`src/rtl/rca_att_config_seq.sv`:
```
// ATT configuration sequencer for the RCA profiler.
// Installs triggers into the Accelerator Trigger Table. The slot choice is, in
// order: an existing entry with the same loop start, the lowest free slot, or
// the round-robin victim. The sequencer also flushes the whole table on request.
// Field writes go out one at a time over a valid/ack port.
// An entry is invalidated before its fields are rewritten, and its VALID bit is
// set last, so fetch never sees a valid half-written entry.
// A shadow copy of the valid bits and loop start addresses serves lookups
// without reading the ATT.
//
// Handshakes:
//   req:    a transfer happens on a rising edge where req_valid && req_ready.
//   att_wr: att_wr_valid rises with rca_addr/field_id/value and holds all of them
//           stable until the edge where att_wr_ack=1, which retires the write.
//           At most one write is outstanding. An ack while att_wr_valid=0 has
//           no effect.
module rca_att_config_seq #(
  parameter int NUM_RCAS = 4,
  parameter int XLEN     = 32
) (
  input  logic                        clk,
  input  logic                        rst,
  input  logic                        req_valid,
  output logic                        req_ready,
  input  logic [XLEN-1:0]             req_loop_start,
  input  logic [XLEN-1:0]             req_sbb_addr,
  input  logic                        flush,
  output logic                        att_wr_valid,
  input  logic                        att_wr_ack,
  output logic [$clog2(NUM_RCAS)-1:0] att_wr_rca_addr,
  output logic [1:0]                  att_wr_field_id,
  output logic [XLEN-1:0]             att_wr_value,
  output logic                        done_valid,
  output logic [$clog2(NUM_RCAS)-1:0] done_rca,
  output logic                        done_hit,
  output logic                        busy,
  output logic [2:0]                  state_dbg
);

  localparam int IW = $clog2(NUM_RCAS);

  localparam logic [1:0] FIELD_SBB   = 2'd0;
  localparam logic [1:0] FIELD_LSA   = 2'd1;
  localparam logic [1:0] FIELD_VALID = 2'd2;

  typedef enum logic [2:0] {
    S_IDLE,
    S_LOOKUP,
    S_WR_INVAL,
    S_WR_SBB,
    S_WR_LSA,
    S_WR_VALID,
    S_DONE,
    S_FLUSH
  } state_t;

  state_t                state;
  logic                  flush_pending;
  logic [IW-1:0]         victim_ptr;
  logic [IW-1:0]         slot;          // install target, or flush slot counter
  logic [XLEN-1:0]       req_lsa_q;
  logic [XLEN-1:0]       req_sbb_q;
  logic [NUM_RCAS-1:0]   shadow_valid;
  logic [XLEN-1:0]       shadow_lsa [NUM_RCAS];

  logic                  hit_found;
  logic [IW-1:0]         hit_idx;
  logic                  free_found;
  logic [IW-1:0]         free_idx;

  // Requests are held off during reset and whenever a flush is owed or arriving.
  assign req_ready = !rst && (state == S_IDLE) && !flush_pending && !flush;
  assign busy      = (state != S_IDLE) || flush_pending;
  assign state_dbg = state;

  // Shadow lookup: the downward scan leaves the lowest matching and lowest free index.
  always_comb begin
    hit_found  = 1'b0;
    hit_idx    = '0;
    free_found = 1'b0;
    free_idx   = '0;
    for (int i = NUM_RCAS - 1; i >= 0; i--) begin
      if (shadow_valid[i] && (shadow_lsa[i] == req_lsa_q)) begin
        hit_found = 1'b1;
        hit_idx   = IW'(i);
      end
      if (!shadow_valid[i]) begin
        free_found = 1'b1;
        free_idx   = IW'(i);
      end
    end
  end

  // Sequencer FSM with registered write-port and completion outputs.
  always_ff @(posedge clk) begin
    if (rst) begin
      state           <= S_IDLE;
      flush_pending   <= 1'b0;
      victim_ptr      <= '0;
      slot            <= '0;
      req_lsa_q       <= '0;
      req_sbb_q       <= '0;
      shadow_valid    <= '0;
      for (int i = 0; i < NUM_RCAS; i++) shadow_lsa[i] <= '0;
      att_wr_valid    <= 1'b0;
      att_wr_rca_addr <= '0;
      att_wr_field_id <= '0;
      att_wr_value    <= '0;
      done_valid      <= 1'b0;
      done_rca        <= '0;
      done_hit        <= 1'b0;
    end else begin
      done_valid <= 1'b0;
      case (state)
        S_IDLE: begin
          if (flush_pending) begin
            flush_pending   <= 1'b0;
            slot            <= '0;
            att_wr_valid    <= 1'b1;
            att_wr_rca_addr <= '0;
            att_wr_field_id <= FIELD_VALID;
            att_wr_value    <= '0;
            state           <= S_FLUSH;
          end else if (req_valid && req_ready) begin
            req_lsa_q <= req_loop_start;
            req_sbb_q <= req_sbb_addr;
            state     <= S_LOOKUP;
          end
        end
        S_LOOKUP: begin
          if (hit_found) begin
            done_valid <= 1'b1;
            done_rca   <= hit_idx;
            done_hit   <= 1'b1;
            state      <= S_DONE;
          end else if (free_found) begin
            slot            <= free_idx;
            att_wr_valid    <= 1'b1;
            att_wr_rca_addr <= free_idx;
            att_wr_field_id <= FIELD_SBB;
            att_wr_value    <= req_sbb_q;
            state           <= S_WR_SBB;
          end else begin
            slot            <= victim_ptr;
            victim_ptr      <= victim_ptr + 1'b1;
            att_wr_valid    <= 1'b1;
            att_wr_rca_addr <= victim_ptr;
            att_wr_field_id <= FIELD_VALID;
            att_wr_value    <= '0;
            state           <= S_WR_INVAL;
          end
        end
        S_WR_INVAL: begin
          if (att_wr_ack) begin
            shadow_valid[slot] <= 1'b0;
            att_wr_field_id    <= FIELD_SBB;
            att_wr_value       <= req_sbb_q;
            state              <= S_WR_SBB;
          end
        end
        S_WR_SBB: begin
          if (att_wr_ack) begin
            att_wr_field_id <= FIELD_LSA;
            att_wr_value    <= req_lsa_q;
            state           <= S_WR_LSA;
          end
        end
        S_WR_LSA: begin
          if (att_wr_ack) begin
            att_wr_field_id <= FIELD_VALID;
            att_wr_value    <= XLEN'(1);
            state           <= S_WR_VALID;
          end
        end
        S_WR_VALID: begin
          if (att_wr_ack) begin
            shadow_valid[slot] <= 1'b1;
            shadow_lsa[slot]   <= req_lsa_q;
            att_wr_valid       <= 1'b0;
            done_valid         <= 1'b1;
            done_rca           <= slot;
            done_hit           <= 1'b0;
            state              <= S_DONE;
          end
        end
        S_DONE: begin
          state <= S_IDLE;
        end
        S_FLUSH: begin
          if (att_wr_ack) begin
            shadow_valid[slot] <= 1'b0;
            if (slot == IW'(NUM_RCAS - 1)) begin
              att_wr_valid <= 1'b0;
              victim_ptr   <= '0;
              state        <= S_IDLE;
            end else begin
              slot            <= slot + 1'b1;
              att_wr_rca_addr <= slot + 1'b1;
            end
          end
        end
        default: state <= S_IDLE;
      endcase
      // A flush pulse in any state leaves a flush owed, including during FLUSH itself.
      if (flush) flush_pending <= 1'b1;
    end
  end

endmodule

```
`config.mk`:
```
export PLATFORM = sky130hd
export DESIGN_NAME = rca_att_config_seq
export DESIGN_NICKNAME = d
export VERILOG_FILES = /design/src/rtl/rca_att_config_seq.sv
export SDC_FILE = /design/constraint.sdc
export NUM_CORES = 1
export LEC_CHECK = 0
export CAP_MARGIN = 10
export CORE_MARGIN = 3
export CORE_UTILIZATION = 45
export DETAILED_ROUTE_END_ITERATION = 8
export PLACE_DENSITY = 0.66
export SLEW_MARGIN = 20
export SYNTH_ARGS = -nofsm -noshare
export SYNTH_HDL_FRONTEND = slang
export SYNTH_SLANG_ARGS = --single-unit
```
`constraint.sdc`:
```
create_clock -name clk -period 5.8 [get_ports clk]
set_clock_uncertainty 0.15 [all_clocks]
set_input_delay 0.58 -clock clk [delete_from_list [all_inputs] [get_ports clk]]
set_output_delay 0.58 -clock clk [all_outputs]
set_load 0.01 [all_outputs]
```
==> metrics.txt <==
outcome=completed; Fin. Hold Viols=0; CP Max Fanout=72; period utilization=0.619; First-pass DRT Iterations=5; Die Width=164 um; CP arrival=3.79 ns; Mapped Nets=1165; clock sink count=243; fmax=279 MHz; GP Congestion=0.898; worst hold margin=0.309 ns; Final WS setup=2.21 ns; DP HPWL=19600 um; setup TNS=0 ns; layout net count=1228; Resized cells post-CTS=0; grt ovf=0; Syn Inst Count=1092; Clk pin slew, worst setup/hold paths=0.06 ns; slew margin rel.=0.322; synth-to-layout area growth=18.7%; H-tree depth=1; largest net degree at the start of global routing=78; initial antenna violation count=0; crit path capture type=register; via count=8299; RSZ-0062 raised after global routing=false; multiplexer share of the synthesized area=0.000894; core area=24400 um2; post-CTS setup buffer count=0; r2r worst-path depth=8; CTS tree=done; Post-synth EDFFs=128; cell family with most CP delay=simple AND/OR/NAND/NOR gates; total leakage power=0.00496 uW; Routed wire per std cell=20.7 um; Max Cap Viol=0; synth unique cells=47; end-of-flow core utilization=0.545; vias per std cell=5.54; worst-margin pin slew=1.01 ns; critical path, cell by cell=xor2_1 > nor4_1 > nand4_1 > nor3_1 > o41ai_4 > buf_4 > a21oi_1 > a311oi_1; fill count=2134; ant diodes=0; pwr dens=350 nW/um2; CP required=6.00 ns; yosys warns=0; layout cell share with drive strength beyond 1=0.0681; Antenna Violating Nets Remaining=0; global-route wire length before repair=46600 um; Final min period=3.59 ns; Hold WC Path Type=reg2reg; CTS Hold Bufs=0; final WL=31000 um; Worst path slowest cell=dfxtp_1; area of the die=26800 um2; Post-Syn Area per Cell=10.3 um2; Root Driver=clkbuf_16; initial core utilization=0.459; pre-CTS WS=2.12 ns; Die Ht=164 um; register bit count reported by yosys=243; DRC=0; Compound-Gate Fraction of Synth Area=0.125; hold path depth=2; Buf+Inv Stages, Crit Path=1; worst skew pair latency=0.53 ns; number of global-route vias before repair=7719; Worst Setup Start Kind=register; IO Count=115; largest stage delay on the critical path=0.85 ns; Async SR Flop Fraction=0; XOR/XNOR share of the synthesized area=0.0993; I/O Buffers=114; Slew Viols, Final=0; Global Route Usage Sum=0.227; Final setup viols=0; mapped cell area=11200 um2; worst-case clock buffer depth=3; Num CTS Buffers=25; main combinational cell family by area after synthesis=simple AND/OR/NAND/NOR gates; Initial DRC Count=1077; # rows=57; simple-gate portion of the synthesized area=0.178; Final Instance Count excl. Fillers=1498; Inst Count DP=1452; ys flop type=edfxtp_1; WP depth=8; Synth Area in Adders=0.00447; Max VDD drop=0.222 mV; Crit Path Class=reg2reg; Seq/Total Area, Yosys=0.549
-- area by class of cell --
type	count	area, um2	area share
clock buffer	33	697	0.0524
clock inverter	13	90.1	0.00677
inverter	11	41.3	0.00310
multi-input combinational	737	4610	0.346
tap	324	405	0.0305
timing repair buffer	137	1310	0.0986
sequential	243	6150	0.462
-- metrics by stage --
step / total power (uW) / cell area (um2)
finish: 4650 / 13300
global route: 4860 / 13300
CTS: 4670 / 13300
detailed placement: 3130 / 12500
global placement: 3120 / 12500
floorplan: 2700 / 11200
-- final timing paths --
path / slack, ns / to / from
setup / recovery: 2.21 / att_wr_value[0] / req_lsa_q[4]
hold / removal: 0.31 / req_sbb_q[15] / req_sbb_q[15]
hold reg to reg: 0.31 / req_sbb_q[15] / req_sbb_q[15]
setup reg to reg: 2.21 / att_wr_value[0] / req_lsa_q[4]
-- cells by family after synthesis --
kind of cell / after synthesis
AOI/OAI and AO/OA: 216
DFF: 243
and+or+nand+nor: 389
adders and majority gates: 4
xor gates and xnor gates: 127
buffers and inverters: 112
muxes: 1
-- metal layers --
layer / share of wire / vias up / routed length (um) / track usage
li1: - / 3979 / - / -
met1: 0.45 / 3940 / 13900 / 0.335
met2: 0.45 / 324 / 14100 / 0.355
met3: 0.070 / 56 / 2170 / 0.0260
met4: 0.026 / 0 / 806 / 0.0611
met5: 0 / - / 0 / 0
-- power breakdown --
group	total, uW	leakage, uW	internal (uW)	switching [uW]
Combinational	982	0.00232	421	561
Sequential	2120	0.00226	1950	166
Clock	1550	0.000388	889	661
-- tightest hold or removal path, cell delays in order, from the launching register on --
cell,delay [ns]
dfxtp_1,0.31
nand2_1,0.05
a21oi_1,0.05
-- cell usage after synthesis (all sizes together) (2+ instances only) --
cell type  number  area share
a31oi           2      0.0011
nor3           16      0.0076
nand4          11      0.0061
o21ai           9      0.0040
and2           97       0.054
a21oi         115       0.051
a2111oi         3      0.0023
dfxtp         115        0.21
nor4           30       0.019
and3           37       0.021
inv            11      0.0037
clkbuf         57       0.019
buf            44       0.021
ha              4      0.0045
a22oi          32       0.021
a311oi         38       0.030
xor2           88       0.069
nor2           24      0.0080
o22ai           2      0.0011
o21a            2      0.0013
nand2b          2      0.0011
or2             3      0.0017
a221oi          2      0.0016
edfxtp        128        0.34
xnor2          39       0.030
nand4b          2      0.0016
a31o            2      0.0016
nand2         156       0.052
nand3           8      0.0036
-- cells in the final DEF (no fill, tap or decap), drive strengths merged, types with 11 or more instances in the layout --
cell           synthesis  layout
nand2                156     156
edfxtp               128     128
a21oi                115     115
dfxtp                115     115
clkdlybuf4s50          0     113
and2                  97      97
xor2                  88      88
xnor2                 39      39
a311oi                38      38
and3                  37      37
clkbuf                57      33
a22oi                 32      32
nor4                  30      30
buf                   44      24
nor2                  24      24
nor3                  16      16
inv                   11      12
nand4                 11      11
-- flip-flops by register name, summed over array words and instances (netlist names), 2 cells and up, named ones only --
signal / cells
att_wr_field_id: 2
att_wr_value: 32
done_rca: 2
req_lsa_q: 32
req_sbb_q: 32
shadow_lsa: 128
slot: 2
state_dbg: 3
victim_ptr: 2
(Power assumes the default switching activity.)
